File: config.mk
export PLATFORM = sky130hd
export DESIGN_NAME = glitch_filter
export DESIGN_NICKNAME = d
export VERILOG_FILES = /design/src/rtl/glitch_filter.sv
export SDC_FILE = /design/constraint.sdc
export NUM_CORES = 1
export LEC_CHECK = 0
export ABC_AREA = 0
export CAP_MARGIN = 20
export CORE_AREA = 2 2 39 41
export DETAILED_ROUTE_END_ITERATION = 7
export DIE_AREA = 0 0 41 43
export DONT_BUFFER_PORTS = 1
export PLACE_DENSITY_LB_ADDON = 0.15
export SYNTH_ARGS = -nofsm -noshare
export SYNTH_HDL_FRONTEND = slang
export SYNTH_SLANG_ARGS = --single-unit
File: constraint.sdc
create_clock -name clk -period 1.7 [get_ports clk]
set_input_delay 0.51 -clock clk [delete_from_list [all_inputs] [get_ports clk]]
set_output_delay 0.51 -clock clk [all_outputs]
set_load 0.01 [all_outputs]
File: src/rtl/glitch_filter.sv
// ============================================================================
// Module      : glitch_filter
// Description : Multi-channel glitch eliminator with hysteresis. Each channel
//               runs its own Moore FSM plus run-length counter; the filtered
//               output changes only after the raw input has held the new
//               level for ON_CNT (rising) or OFF_CNT (falling) consecutive
//               qualifying samples. A sample qualifies only on a clock edge
//               with sample_en=1.
//
// Ports       : clk        in   1      clock, all state updates on posedge
//               rst        in   1      asynchronous active-high reset
//               sample_en  in   1      sample strobe (tie 1 = every clock)
//               in         in   WIDTH  raw levels, synchronous to clk
//               out        out  WIDTH  filtered levels (registered Moore)
//               rise_pulse out  WIDTH  1-clk pulse when out goes 0->1 (*)
//               fall_pulse out  WIDTH  1-clk pulse when out goes 1->0 (*)
//
//               (*) present only when GLITCH_FILTER_EDGE_EN is defined.
//
// Optional    : GLITCH_FILTER_EDGE_EN - adds registered edge pulse outputs.
//
// Revision    : 1.0 - initial release
// ============================================================================
`default_nettype none

module glitch_filter #(
  parameter int WIDTH   = 1,
  parameter int ON_CNT  = 2,
  parameter int OFF_CNT = 2
) (
  input  logic             clk,
  input  logic             rst,
  input  logic             sample_en,
  input  logic [WIDTH-1:0] in,
  output logic [WIDTH-1:0] out
`ifdef GLITCH_FILTER_EDGE_EN
  ,
  output logic [WIDTH-1:0] rise_pulse,
  output logic [WIDTH-1:0] fall_pulse
`endif
);

  localparam int MAX_CNT = (ON_CNT > OFF_CNT) ? ON_CNT : OFF_CNT;
  localparam int CNT_W   = $clog2(MAX_CNT) + 1;

  // Terminal counts: the run completes on the sample that finds cnt at N-1.
  localparam logic [CNT_W-1:0] ON_LAST  = CNT_W'(ON_CNT - 1);
  localparam logic [CNT_W-1:0] OFF_LAST = CNT_W'(OFF_CNT - 1);

  typedef enum logic [3:0] {
    S_LOW  = 4'b0001,
    S_RISE = 4'b0010,
    S_HIGH = 4'b0100,
    S_FALL = 4'b1000
  } state_t;

  for (genvar g = 0; g < WIDTH; g++) begin : g_ch
    state_t           state_d, state_q;
    logic [CNT_W-1:0] cnt_d, cnt_q;
    logic             out_d, out_q;

    always_comb begin
      state_d = state_q;
      cnt_d   = cnt_q;
      if (sample_en) begin
        case (state_q)
          S_LOW: begin
            if (in[g]) begin
              // A threshold of one means the first 1-sample already qualifies.
              if (ON_CNT == 1) begin
                state_d = S_HIGH;
                cnt_d   = '0;
              end else begin
                state_d = S_RISE;
                cnt_d   = CNT_W'(1);
              end
            end
          end
          S_RISE: begin
            if (!in[g]) begin
              state_d = S_LOW;
              cnt_d   = '0;
            end else if (cnt_q == ON_LAST) begin
              state_d = S_HIGH;
              cnt_d   = '0;
            end else begin
              cnt_d = cnt_q + 1'b1;
            end
          end
          S_HIGH: begin
            if (!in[g]) begin
              if (OFF_CNT == 1) begin
                state_d = S_LOW;
                cnt_d   = '0;
              end else begin
                state_d = S_FALL;
                cnt_d   = CNT_W'(1);
              end
            end
          end
          S_FALL: begin
            if (in[g]) begin
              state_d = S_HIGH;
              cnt_d   = '0;
            end else if (cnt_q == OFF_LAST) begin
              state_d = S_LOW;
              cnt_d   = '0;
            end else begin
              cnt_d = cnt_q + 1'b1;
            end
          end
          default: begin
            // Corrupted one-hot encoding recovers to a known safe level.
            state_d = S_LOW;
            cnt_d   = '0;
          end
        endcase
      end
    end

    // Output is registered from the next state so out_q is always the Moore
    // decode of state_q, with no extra cycle of latency.
    assign out_d = (state_d == S_HIGH) || (state_d == S_FALL);

`ifdef GLITCH_FILTER_EDGE_EN
    logic rise_d, rise_q;
    logic fall_d, fall_q;

    assign rise_d = out_d & ~out_q;
    assign fall_d = ~out_d & out_q;

    always_ff @(posedge clk or posedge rst) begin
      if (rst) begin
        state_q <= S_LOW;
        cnt_q   <= '0;
        out_q   <= 1'b0;
        rise_q  <= 1'b0;
        fall_q  <= 1'b0;
      end else begin
        state_q <= state_d;
        cnt_q   <= cnt_d;
        out_q   <= out_d;
        rise_q  <= rise_d;
        fall_q  <= fall_d;
      end
    end

    assign rise_pulse[g] = rise_q;
    assign fall_pulse[g] = fall_q;
`else
    always_ff @(posedge clk or posedge rst) begin
      if (rst) begin
        state_q <= S_LOW;
        cnt_q   <= '0;
        out_q   <= 1'b0;
      end else begin
        state_q <= state_d;
        cnt_q   <= cnt_d;
        out_q   <= out_d;
      end
    end
`endif

    assign out[g] = out_q;
  end

endmodule

`default_nettype wire
Yosys cells after proc, flatten, opt, wreduce, memory -nomap -nowiden. Index checks and enable logic that the tools add are counted.

Memories kept: 0. Bits in latches: 0. Memory bits (read-only): 0. Word-level logic and storage cells: 29. RAM bits: 0. Register bits: 7. Input bits: 4. Output and inout port bits: 1.

Shifts and indexed selects: 0. Reductions and logical operators: 2. Multiplexer cells: 14. Multiply operators: 0. Bitwise logic cells: 0. Order comparisons: 0. Divide/modulo/power cells: 0. $add $sub $neg: 1. Equality and inequality tests: 9.

Operators with widths (number): 2-to-1 mux 4 bit (7); one-hot mux 4 bit (4 select lines) (1); 2-to-1 mux 2 bit (5); == test 4 x 3 -> 1 bit, second input constant (2); == test 4 bit, second input constant (2); one-hot mux 2 bit (4 select lines) (1); == test 4 x 1 -> 1 bit, second input constant (1); == test 4 x 2 -> 1 bit, second input constant (1); inequality test 2 bit, second input constant (2); AND reduction 3 bit (1); adder 2 x 1 -> 2 bit, second input constant (1); == test 2 x 1 -> 1 bit, second input constant (1); logical OR 1 bit (1).

Logic depth before layout (Yosys ltp).
Depth after elaboration: 7. Gate-level depth with buffers: 5. Gate-level depth less buffers: 4.

Worst setup path before layout. No wires, ideal clock.

Path type: input -> register. Start: in in. End: reg g_ch[0].out_q (netlist: out). Slack: -0.070 ns. Stages on the path: 5. Arrival time: 1.683 ns. Path buffers: 1. Required time: 1.613 ns. Setup time: 0.087 ns. Cells stage by stage: clkbuf_2 -> or4b_1 -> o32ai_2 -> o211ai_1 -> a211oi_2.

Word-level cells in the longest chain between the ends: 5. Elaborated cells between the ends (all ways): 9. Classes of those cells: eq/ne: 2; mux: 6; reduce/logical: 1.

Ends and longest elaborated chain: start, declared (line 34) `input logic [WIDTH-1:0] in,`; 2-to-1 mux 4 bit (on tied branches); one-hot mux 4 bit (4 select lines) * (line 66) `case (state_q)`; 2-to-1 mux 4 bit * (line 65) `if (sample_en) begin`; == test 4 x 3 -> 1 bit / == test 4 bit (equally long branches) (line 123) `assign out_d = (state_d == S_HIGH) || (state_d == S_FALL);`; logical OR 1 bit * (line 123); named net g_ch[0].out_d (line 60) `logic out_d, out_q;`; end signal, assigned (line 159) `out_q <= out_d;`; end, declared (line 60).

The timed path passes the listed nets; every way through them passes the cells marked *. A chain may end at the register's enable or synchronous reset.

Final worst setup path.
Start: reg g_ch[0].state_q[2]. End: reg g_ch[0].out_q (netlist: out).

Elaborated cells between the ends (all ways): 15. Classes of those cells: eq/ne: 6; mux: 8; reduce/logical: 1.

RTL lines: start, declared (line 58) `state_t state_d, state_q;`; start signal, assigned (line 157) `state_q <= state_d;`; == test 4 bit, or another cell as far along (line 66); one-hot mux 4 bit (4 select lines) * (line 66); 2-to-1 mux 4 bit * (line 65); named net g_ch[0].state_d[0] (line 58); == test 4 x 3 -> 1 bit / == test 4 bit (equally long branches) (line 123); logical OR 1 bit * (line 123); named net g_ch[0].out_d (line 60).

Marked as above.

==> key figures <==
Routing
  – Met3 WL: 55 µm
  – Top routing layer used: met3
  – Detailed-route wire length on metal 1: 557 µm
  – Drt first pass iters: 4
  – Antenna viol nets, final: 0
  – Initial DRC count: 8
  – Average vias per placed instance: 5.62
  – DRC violations left: 0
  – Routed len/inst: 14.1 µm
  – Drt total wl: 1.15 mm
  – Routed met2 length: 532 µm
  – Routed vias: 455

Synthesis
  – Async S/R FF share, synth: 100%
  – Synthesized area: 561 µm²
  – Commonest cells post-synth: dfrtp_1 (6), nor2b_1 (4), buf_2 (3), inv_1 (3), nor2_1 (3)
  – Count leader, synth: dfrtp_1
  – Distinct cells, synth: 38
  – Synth area leaders: dfrtp_1 (27%), dfstp_2 (4.7%), nor2b_1 (4.5%)
  – Sequential share of the synthesized area: 31.5%
  – Synthesis-stage register bit count: 7
  – Mapped Cells: 59
  – Main flop type after synthesis: dfrtp_1
  – Avg Cell Area, Syn: 9.50 µm²
  – Yosys top cell area share: 26.8%
  – Mapped Nets: 63
  – Cell taking the most area after synthesis: dfrtp_1
  – EDFF count, synth: 0
  – Synthesis Warnings: 0

Layout
  – Layout Utilization: 46.0%
  – Antenna cell count: 0
  – # nets final: 70
  – Area growth syn-to-layout: 13.6%
  – Multi-input combinational cell area: 342 µm²
  – Area taken by flip-flops and latches: 178 µm²
  – Post-route cell area: 637 µm²
  – Fill count: 144
  – Layout Cells excl Fill: 81
  – Layout cell share with drive strength beyond 1: 35.4%

Clock network
  – H-Tree Depth: 1
  – Cts bufs inserted: 3
  – TritonCTS clock tree: done
  – Clock Tree Buf Depth: 2
  – Clock Sinks: 7
  – Clk_lat worst skew: 0.25 ns
  – Hold Buf Count CTS: 0
  – Root Driver: clkbuf_4
  – Worst-path clk slew: 0.05 ns

Critical path
  – Startpoint Class: flop
  – Worst R2R Start: g_ch[0].state_q[2]
  – Worst setup EP type: flop
  – CP max stage cell: or4bb_1
  – Critical path origin: g_ch[0].state_q[2]
  – Req. time, crit path: 1.87 ns
  – R2r setup slk: 0.02 ns
  – Slowest stage delay, CP: 0.49 ns
  – Cells along the critical path: buf_4 -> or4bb_1 -> a41oi_2 -> a2111oi_2 -> a211oi_2
  – Worst path arrival time: 1.85 ns
  – CP Max Fanout: 7
  – Critical path class: reg2reg
  – Worst R2R End: out
  – FF-to-FF path depth: 5

Timing
  – FMAX: 594 MHz
  – Clock skew: 0.00218 ns
  – Final min period: 1.68 ns
  – Hold Worst Slack: 0.0702 ns
  – Tightest Pin Transition: 0.455 ns
  – Count of final setup violators: 0
  – RSZ-0062 raised after global routing: true
  – Setup TNS: 0 ns
  – Final worst path period share: 99.1%
  – Final hold vios: 0
  – Max-slew headroom: 69.6%
  – Fin. max-slew vios: 0
  – Fin worst setup slack: 0.0158 ns

Global routing
  – First-pass GRT wire length: 2.04 mm
  – Antenna violations before repair: 0
  – GRT Util Overall: 17.7%
  – Largest net degree at the start of global routing: 13
  – Total grt overflow: 0
  – Vias in the first global route: 426

Placed design
  – Pre-CTS WS: -0.0310 ns
  – Placed Cells: 76
  – GPL Wtd Cong: 0.739
  – Placed cell area: 598 µm²
  – Number of port buffers: 0
  – HPWL after DPL: 857 µm

Worst hold path
  – HP Class: in2async

Pwr
  – Pleak: 0.266 nW
  – Peak supply drop: 756 µV
  – Total power draw: 722 µW
  – Pwr/cell area: 1130 nW/µm²

Floorplan
  – Top Ports: 5
  – Starting density of the core: 40.5%
  – Total core area: 1380 µm²
  – Die H: 43 µm
  – Row Count: 14
  – Die ar.: 1760 µm²
  – Die width: 41 µm

Job
  – Max Cap Viol: 0

Status
  – Status: finished, final reports clean
==> cell type report <==
class,count,area share [%]
inverters,3,1.77
repair buffers,8,9.43
well taps,16,3.14
flip-flops and latches,7,27.9
clock buffers,4,4.13
multi-input cells,43,53.6
==> layout by cell type, fill, tap and decap left out, types with 2 or more instances in the layout <==
master	netlist	routed
a41oi_1	2	2
and3_1	2	2
buf_4	0	8
clkbuf_4	0	3
dfrtp_1	6	5
inv_1	3	3
nand2_1	2	2
nor2_1	3	3
nor2b_1	4	4
nor3_1	2	2
nor3b_1	2	2
nor4_1	2	2
o21ai_0	2	2
==> worst max-delay path: cells and delay by family, from the launching register on <==
kind,cells,cell delay (ns)
AOI/OAI and AO/OA,3,0.51
buffers and inverters,1,0.17
DFF,1,0.44
and+or+nand+nor,1,0.49
==> worst max path at each step <==
stage	endpoint	slack, ns	depth (start not counted)
after global placement	out	-0.03	4
after CTS	out	0.007	5
after global routing	out	-0.04	4
after floorplan	out	-0.07	5
after detailed placement	out	-0.03	4
final	out	0.02	5
==> cell families after synthesis <==
family                    synth area share (%)
xor gates and xnor gates                  3.13
buffers and inverters                     8.26
DFF                                       31.5
AOI/OAI and AO/OA                         25.2
and+or+nand+nor                           31.9
==> metal layers <==
layer	global-route usage (%)	up-vias
met2	24.7	6
met3	10.5	0
met4	4.00	0
li1	-	235
met1	23.2	214
met5	0	-
==> where the power goes <==
group	total (mW)	internal (mW)	switching [mW]
clock network	0.148	0.0894	0.0585
registers	0.287	0.215	0.0720
logic	0.287	0.151	0.136
total	0.722	0.455	0.267
==> timing repair <==
item | in CTS | in global routing
resized for setup | 1 | 1
pin swaps | 1 | 0
setup endpoints to repair | 1 | 2
buffers inserted | 0 | 1
==> registers in the layout, summed over array words and instances, names as in the netlist <==
register      flops
g_ch.state_q      4
g_ch.cnt_q        2
out               1
Note: power is estimated with default switching activity, not from simulation.
